==> src/rtl/sample_stream_gearbox_pkg.sv <==
// sample_stream_gearbox_pkg: FSM state type and width helpers for the sample gearbox.
package sample_stream_gearbox_pkg;
    typedef enum logic {RUN, FLUSH} state_t;

    function automatic int in_w(int bw, int n_prl);
        return bw * n_prl;
    endfunction

    function automatic int acc_w(int bw, int n_prl, int bw_out);
        return bw * n_prl + bw_out;
    endfunction

    function automatic int cnt_w(int bw, int n_prl, int bw_out);
        return $clog2(acc_w(bw, n_prl, bw_out) + 1);
    endfunction
endpackage

==> src/rtl/sample_stream_gearbox.sv <==
// sample_stream_gearbox: packs N_PRL x BW sample beats into LSB-first BW_OUT words with frame-end padding.
module sample_stream_gearbox
    import sample_stream_gearbox_pkg::*;
#(
    parameter int BW     = 18,
    parameter int N_PRL  = 4,
    parameter int BW_OUT = 8
) (
    input  logic                          clk,
    input  logic                          srst_n,
    input  logic [N_PRL-1:0][BW-1:0]      s_data,
    input  logic                          s_valid,
    input  logic                          s_last,
    output logic                          s_ready,
    output logic [BW_OUT-1:0]             m_data,
    output logic                          m_valid,
    output logic                          m_last,
    output logic [$clog2(BW_OUT)-1:0]     m_pad,
    input  logic                          m_ready
);
    localparam int IN_W  = in_w(BW, N_PRL);
    localparam int ACC_W = acc_w(BW, N_PRL, BW_OUT);
    localparam int CNT_W = cnt_w(BW, N_PRL, BW_OUT);
    localparam int PAD_W = $clog2(BW_OUT);

    state_t           state;
    logic [ACC_W-1:0] acc, acc_pop;
    logic [CNT_W-1:0] cnt, cnt_pop, take, pad_full;
    logic             push, pop, word_end;

    always_comb begin
        word_end = cnt <= CNT_W'(BW_OUT);
        s_ready  = state == RUN && word_end;
        m_valid  = cnt >= CNT_W'(BW_OUT) || (state == FLUSH && cnt != '0);
        m_data   = acc[BW_OUT-1:0];
        m_last   = state == FLUSH && word_end && cnt != '0;
        pad_full = CNT_W'(BW_OUT) - cnt;
        m_pad    = m_last ? pad_full[PAD_W-1:0] : '0;
        push     = s_valid && s_ready;
        pop      = m_valid && m_ready;
        take     = pop ? (word_end ? cnt : CNT_W'(BW_OUT)) : '0;
        cnt_pop  = cnt - take;
        acc_pop  = pop ? acc >> BW_OUT : acc;
    end

    // New beats land just above the surviving bits, so the word on m_data never moves during a stall.
    always_ff @(posedge clk or negedge srst_n) begin
        if (!srst_n) begin
            acc   <= '0;
            cnt   <= '0;
            state <= RUN;
        end else begin
            acc   <= push ? acc_pop | (ACC_W'(s_data) << cnt_pop) : acc_pop;
            cnt   <= cnt_pop + (push ? CNT_W'(IN_W) : '0);
            state <= push && s_last ? FLUSH :
                     state == FLUSH && pop && word_end ? RUN : state;
        end
    end
endmodule

==> config.mk <==
export PLATFORM = sky130hd
export DESIGN_NAME = sample_stream_gearbox
export DESIGN_NICKNAME = d
export VERILOG_FILES = /design/src/rtl/sample_stream_gearbox_pkg.sv /design/src/rtl/sample_stream_gearbox.sv
export SDC_FILE = /design/constraint.sdc
export NUM_CORES = 1
export LEC_CHECK = 0
export ABC_AREA = 1
export ABC_CLOCK_PERIOD_IN_PS = 5190
export CAP_MARGIN = 30
export CORE_MARGIN = 3
export CORE_UTILIZATION = 45
export CTS_CLUSTER_DIAMETER = 150
export CTS_CLUSTER_SIZE = 28
export DETAILED_ROUTE_END_ITERATION = 8
export PLACE_DENSITY = 0.66
export SETUP_SLACK_MARGIN = 0.15
export SKIP_LAST_GASP = 1
export SYNTH_ARGS = -nofsm -noshare
export SYNTH_HDL_FRONTEND = slang
export SYNTH_SLANG_ARGS = --single-unit
==> constraint.sdc <==
create_clock -name clk -period 5.19 [get_ports clk]
set_input_delay 1.557 -clock clk [delete_from_list [all_inputs] [get_ports clk]]
set_output_delay 1.557 -clock clk [all_outputs]
set_load 0.005 [all_outputs]
# Yosys cells after proc, flatten, opt, wreduce, memory -nomap -nowiden
# Cells that the tools add are included.
dict set report classes {
  add_sub_neg 3
  order_cmp 2
  n_shift 1
  muxes 8
  n_bitwise 2
  n_reduce_logical 12
}
# cell count
set op_table {}
lappend op_table {{$mux 80} 2}
lappend op_table {{$or 80x80->80} 1}
lappend op_table {{$shl 72x7->80} 1}
lappend op_table {{$mux 7} 3}
lappend op_table {{$logic_and 1x1->1} 9}
lappend op_table {{$add 7x7->7} 1}
lappend op_table {{$ge 7x4->1 const B} 1}
lappend op_table {{$le 7x4->1 const B} 1}
lappend op_table {{$reduce_bool 7->1} 1}
lappend op_table {{$sub 7x7->7} 1}
lappend op_table {{$mux 3} 1}
lappend op_table {{$sub 1x3->3 const A} 1}
lappend op_table {{$mux 1} 2}
lappend op_table {{$reduce_bool 2->1} 1}
lappend op_table {{$logic_or 1x1->1} 1}
lappend op_table {{$not 1->1} 1}
dict set report word_totals {
  reg_bits 88
  inputBits 77
  word_cells 31
}

# Longest topological paths before layout
# Gate-level depths: netlist of run 1.
dict set report depth {
  ltp_word 9
  ltp_mapped 29
}

# Worst setup path after synthesis of run 1
# No wires, ideal clock.
dict set report synth_path {
  path_kind {input port to flip-flop}
  start {in m_ready}
  end {reg acc[64]}
  setup_ps 65
  arrival_ps 4214
  required_time_ps 5125
  path_slack_ps 911
  cell_stages 20
  n_path_buf 6
  cell_sequence {nand2_1 buf_4 buf_2 buf_2 nor3_1 ha_1 fa_1 buf_2 inv_1 buf_2 buf_2 nor2_1 nand2_1 inv_1 nand2_1 nor2_1 nand2_1 a21oi_1 nand2_1 nand2_1}
}
dict set report synth_between {
  elab_chain_len 6
  word_cells_on_any_way 7
  cone_classes {1 x add/sub; 1 x shift; 3 x mux; 1 x bitwise; 1 x reduce/logical}
}
# element line_no
set synth_rtl {}
lappend synth_rtl {{start: declaration} sample_stream_gearbox.sv:19} ;# input logic m_ready
lappend synth_rtl {{$logic_and 1x1->1 (*)} sample_stream_gearbox.sv:40} ;# pop = m_valid && m_ready;
lappend synth_rtl {{$mux 7} sample_stream_gearbox.sv:41} ;# take = pop ? (word_end ? cnt : CNT_W'(BW_OUT)) : '0;
lappend synth_rtl {{$sub 7x7->7} sample_stream_gearbox.sv:42} ;# cnt_pop = cnt - take;
lappend synth_rtl {{$shl 72x7->80} sample_stream_gearbox.sv:53} ;# acc <= push ? acc_pop | (ACC_W'(s_data) << cnt_pop) : acc_pop;
lappend synth_rtl {{$or 80x80->80} sample_stream_gearbox.sv:53}
lappend synth_rtl {{$mux 80 (*)} sample_stream_gearbox.sv:53}
lappend synth_rtl {{end signal: assignment} sample_stream_gearbox.sv:53}
lappend synth_rtl {{end: declaration} sample_stream_gearbox.sv:27} ;# logic [ACC_W-1:0] acc, acc_pop;
# Every way passes the cells marked *; elsewhere a longest branch is shown, timed or not.
# A chain may end at the register's enable or synchronous reset.

# Worst setup path in the final report of run 1
dict set report layout_path {
  start {in m_ready}
  end {reg acc[75]}
}
# Same word-level chain as after synthesis.

==> flow_summary_export.csv, run 1 <==
group,metric,value,unit
die,die-height,148,microns
logic_synthesis,synth_top_area_frac,0.261,
setup_path,start_kind,"input pin",
setup_path,reg2reg_to,"acc[63]",
clocking,holdBufCountCts,0,
min_path,worstHoldEndpoint,"acc[78]",
placement,dp_hpwl,25.9,mm
clocking,cts.repair.resized,0,
placement,dpl_cell_area,10200,sq um
logic_synthesis,synth-seq-area-share,0.243,
clocking,insertion_delay,350,ps
logic_synthesis,yosys.cell_types.count,28,
timing,timing.hold.ws,475,ps
die,die_area,21900,sq um
grt,overflow,0,
final_layout,seqCellArea,2200,sq um
setup_path,r2r_cells,23,
grt,antenna_found_initial,0,
final_layout,multi_input_area,6230,sq um
detailed_routing,drt_iter0_drc,1236,
timing,drv_slew,0,
logic_synthesis,synth_top_cell_by_area,"nand3_1",
die,fp-row-count,51,
detailed_routing,postRouteAntennaNets,0,
final_layout,design_area,10500,sq um
setup_path,reg2reg_slack,1140,ps
grt,grt_pass1_wl,57.5,mm
timing,hold_violations,0,
grt,grt_max_degree,94,
logic_synthesis,syn_area_per_cell,5.68,sq um
clocking,postCtsSetupRepairBufs,0,
logic_synthesis,synth_enable_flop_cells,0,
timing,finalCritPeriodShare,0.870,
logic_synthesis,synth_area_leaders,"nand3_1 (26%), dfrtp_1 (24%), nand2_1 (23%)",
timing,tightestPinTransition,921,ps
placement,place_ws,386,ps
setup_path,crit-reg2reg-launch,"cnt[6]",
clocking,clock-sinks,88,
final_layout,area_delta_synth_final,15.3,%
detailed_routing,vias,11200,
detailed_routing,routedWlPerCell,19.3,microns
timing,fin_crit,4520,ps
logic_synthesis,ys.flop_type,"dfrtp_1",
setup_path,setup.worst_path.class,"input pin to register",
clocking,clock_path_buffers,2,
setup_path,setup.worst_path.start,"m_ready",
setup_path,endpoint_kind,"register",
placement,portBuffers,90,
setup_path,cp_max_fo,37,
setup_path,cp.arrival,4760,ps
final_layout,diodes,0,
final_layout,nFillCells,2095,
die,io_pins,91,
detailed_routing,avgViaCountPerCell,5.97,
timing,skew,6.36,ps
status,outcome,"completed",
logic_synthesis,synthArstFlopShare,1.00,
min_path,holdCritPathClass,"register to register",
logic_synthesis,synth.top_cells.by_count,"nand2_1 (554), nand3_1 (474), nor2_1 (105), dfrtp_1 (88), clkbuf_1 (63)",
logic_synthesis,ys_ff_latch,88,
die,coreArea,19700,sq um
die,initial_core_util,0.462,
setup_path,crit_required,5430,ps
detailed_routing,routed_wl,35.9,mm
clocking,cts.htree.levels,3,
logic_synthesis,yosysMostFrequentCell,"nand2_1",
flow_run,drv_cap,0,
timing,worst_slack,672,ps
timing,rsz0062_at_grt,"false",
min_path,holdPathStages,2,
detailed_routing,first_pass_iters,7,
logic_synthesis,yosys_warnings,0,
placement,gp_routability_congestion,1.01,
timing,setup_tns,0,ps
clocking,clk_pin_slew_worst_paths,70,ps
die,die_w,148,microns
clocking,cts_made_buffers,9,
logic_synthesis,netlist_area,9080,sq um
grt,grt_pass1_vias,10300,
timing,slew-limit-headroom,0.386,
grt,grt.total_usage,0.327,
final_layout,drive_gt1_frac,0.0424,
clocking,cts_tree,"yes",
detailed_routing,drc,0,
logic_synthesis,syn_inst,1597,
timing,setup_violations,0,
min_path,min_from,"acc[78]",
final_layout,fin_nets,1684,
timing,fmax,221,MHz
clocking,cts_root_buf,"clkbuf_16",
## area by class of cell
class	count	share of cell area
clock inverters	6	0.00478
repair buffers	116	0.121
well taps	265	0.0317
flip-flops and latches	88	0.210
clock buffers	10	0.0228
multi-input cells	1344	0.595
inverters	38	0.0136
## worst max-delay path by stage
stage	to	slack, ps	cells past startpoint
finish	acc[75]	670	16
detailed placement	acc[75]	390	16
CTS	acc[75]	730	16
floorplan	acc[64]	910	20
global placement	acc[75]	380	16
global route	acc[75]	480	16
## critical path, cell delays in order
cell             delay (ps)
clkdlybuf4s50_1         490
nand2_2                 100
nor3_1                  150
ha_2                    230
fa_2                    480
inv_2                   370
buf_12                  270
nand3_1                 130
nand3_1                 130
nand3_1                 220
nand3_1                 230
nand3_1                 120
nand3_1                  80
nand2_1                  60
nand2_1                  60
nand2_1                  50
## cell families (layout without fill, tap and decap cells)
kind of cell | count (synthesis) | count (layout) | share of synthesized area
simple gates | 1166 | 1166 | 0.556
compound gates | 158 | 158 | 0.0987
xor+xnor | 8 | 8 | 0.00855
flops | 88 | 88 | 0.243
buf+inv | 166 | 170 | 0.0791
other cells | 1 | 2 | 0.000413
fa+ha+maj | 10 | 10 | 0.0146
## layout by cell type (no fill, tap or decap), types with 3 or more instances in the layout
cell	instances
inv_2	6
ha_1	8
clkdlybuf4s50_1	89
buf_4	13
o22ai_1	28
o211ai_1	25
buf_12	14
nand4_1	15
xnor2_1	3
nand2_2	5
nand3_1	474
or2_2	5
nand2_1	550
clkbuf_16	9
dfrtp_1	88
o21ai_0	53
inv_1	32
nor3_1	3
nor2_1	105
o21ai_1	3
a21oi_1	48
or2_0	8
## metrics by stage
| stage | cells | util |
|---|---|---|
| 2_1_floorplan | 1598 | - |
| 3_3_place_gp | 1851 | 0.518 |
| 3_5_place_dp | 1851 | 0.518 |
| 4_1_cts | 1867 | 0.532 |
| 5_1_grt | 1867 | 0.532 |
| 6_report | 1867 | 0.532 |
## registers in the layout, indices dropped and copies added (netlist names)
register and flops:
state 1, cnt 7, acc 80
## per-layer routing
layer	track usage	wire length [microns]	vias up
met5	0	0	-
met4	0.103	1140	0
met3	0.0448	2330	56
met2	0.549	17400	448
met1	0.439	15100	5261
li1	-	-	5389
Power of run 1 is left out: the tool's default activity adds up to more than one toggle a clock period on the data nets, which glitch-free logic cannot reach.
==> run 2, diff against run 1 <==
--- a/config.mk
+++ b/config.mk
@@ -8,6 +8,7 @@
 export ABC_AREA = 1
 export ABC_CLOCK_PERIOD_IN_PS = 5190
 export CAP_MARGIN = 30
+export CORE_ASPECT_RATIO = 0.8
 export CORE_MARGIN = 3
 export CORE_UTILIZATION = 45
 export CTS_CLUSTER_DIAMETER = 150
==> flow_summary_export.csv, run 2 (synthesized netlist as in run 1, its figures left out) <==
group,metric,value,unit
grt,grt_pass1_wl,56.3,mm
detailed_routing,routedWlPerCell,18.9,microns
grt,grt_max_degree,85,
setup_path,cp.arrival,4630,ps
grt,grt_pass1_vias,10300,
die,die-height,133,microns
setup_path,endpoint_kind,"register",
flow_run,drv_cap,0,
detailed_routing,drt_iter0_drc,1502,
detailed_routing,vias,11200,
timing,slew-limit-headroom,0.449,
clocking,cts.htree.levels,3,
final_layout,largest-register,"acc",
final_layout,final_cell_mix,"nand2_1 (550), nand3_1 (474), nor2_1 (105)",
setup_path,critPathBufInv,3,
placement,gp_routability_congestion,0.964,
detailed_routing,postRouteAntennaNets,0,
timing,finalCritPeriodShare,0.846,
setup_path,critPathSlowestCell,"ha_1",
final_layout,mostFrequentLayoutCell,"nand2_1",
timing,skew,7.81,ps
detailed_routing,avgViaCountPerCell,5.98,
detailed_routing,first_pass_iters,6,
clocking,cts_tree,"yes",
clocking,clock-sinks,88,
setup_path,cpMostUsedCell,"nand3_1",
final_layout,seqCellArea,2200,sq um
final_layout,fin_nets,1692,
setup_path,start_kind,"input pin",
final_layout,largest_register_ff_count,80,
placement,portBuffers,90,
detailed_routing,routed_wl,35.3,mm
setup_path,setup.worst_path.class,"input pin to register",
final_layout,reg_top3,"acc x80, cnt x7, state x1",
timing,rsz0062_at_grt,"false",
min_path,holdCritPathClass,"register to register",
setup_path,crit_chain,"clkdlybuf4s50_1 > nand2_2 > inv_2 > nand3_1 > ha_1 > nand3_1 > nand2_1 > nand2_1 > nand2_2 > buf_12 > nand3_1 > a21oi_1 > o21ai_0 > nand3_1 > nand2_1",
clocking,postCtsSetupRepairBufs,0,
timing,fmax,228,MHz
timing,tightestPinTransition,827,ps
grt,grt.total_usage,0.323,
setup_path,cp_max_fo,32,
clocking,clk_pin_slew_worst_paths,70,ps
final_layout,diodes,0,
clocking,clock_path_buffers,2,
die,die_area,21900,sq um
clocking,cts.repair.resized,0,
die,die_w,165,microns
clocking,cts_root_buf,"clkbuf_16",
timing,drv_slew,0,
timing,fin_crit,4390,ps
die,coreArea,19400,sq um
die,initial_core_util,0.469,
setup_path,cp_slowest_stage_delay,540,ps
final_layout,area_delta_synth_final,15.6,%
die,io_pins,91,
setup_path,cp_top_family,"simple AND/OR/NAND/NOR gates",
placement,dp_hpwl,26.1,mm
setup_path,crit_required,5430,ps
final_layout,multi_input_area,6230,sq um
die,fp-row-count,45,
clocking,insertion_delay,360,ps
clocking,cts_made_buffers,9,
clocking,holdBufCountCts,0,
status,outcome,"completed",
timing,setup_tns,0,ps
grt,antenna_found_initial,0,
final_layout,nFillCells,2058,
timing,hold_violations,0,
grt,overflow,0,
timing,setup_violations,0,
detailed_routing,drc,0,
final_layout,drive_gt1_frac,0.0472,
run 2: changes by cell type in the layout (fill, tap and decap cells not counted):
| cell | previous run | this run |
|---|---|---|
| buf_4 | 13 | 23 |
| buf_12 | 14 | 12 |
| clkinv_4 | 2 | 0 |
| clkinvlp_4 | 2 | 0 |
| inv_6 | 2 | 4 |
| inv_8 | 0 | 2 |
run 2: tightest hold or removal path, cell delays in order, from the launching register on:
cell,delay [ps]
dfrtp_1,340
nand2_1,50
nand2_1,50
run 2: area by class of cell:
class | count | share of cell area
Inverter | 38 | 0.0136
Timing Repair Buffer | 124 | 0.124
Tap cell | 258 | 0.0308
Multi-Input combinational cell | 1344 | 0.593
Sequential cell | 88 | 0.210
Clock buffer | 10 | 0.0228
Clock inverter | 6 | 0.00548
run 2: layer usage:
metal / vias to the layer above / part of all wire / track usage / routed length (microns)
li1: 5391 / - / - / -
met1: 5164 / 0.45 / 0.468 / 15900
met2: 537 / 0.45 / 0.504 / 15800
met3: 73 / 0.073 / 0.0413 / 2590
met4: 0 / 0.030 / 0.0913 / 1070
met5: - / 0 / 0 / 0
run 2: stage by stage:
stage          utilization  instance area [sq um]  hold WS, ps  cells  setup WS (ps)
2_1_floorplan            -                   9080          442   1598            911
3_3_place_gp         0.527                  10200          455   1852            519
3_5_place_dp         0.527                  10200          458   1852            488
4_1_cts              0.542                  10500          478   1868            798
5_1_grt              0.542                  10500          503   1868            518
6_report             0.542                  10500          478   1868            799
run 2: worst paths after layout:
path / from / end / slack, ps / cells after the start
max: m_ready / acc[59] / 800 / 15
min: acc[78] / acc[78] / 480 / 2
max reg2reg: cnt[6] / acc[71] / 1330 / 22
min reg2reg: acc[78] / acc[78] / 480 / 2
max in group asynchronous: srst_n / acc[22] / 2980 / 2
min in group asynchronous: srst_n / cnt[1] / 1260 / 1
Power of run 2 is left out for the same reason.
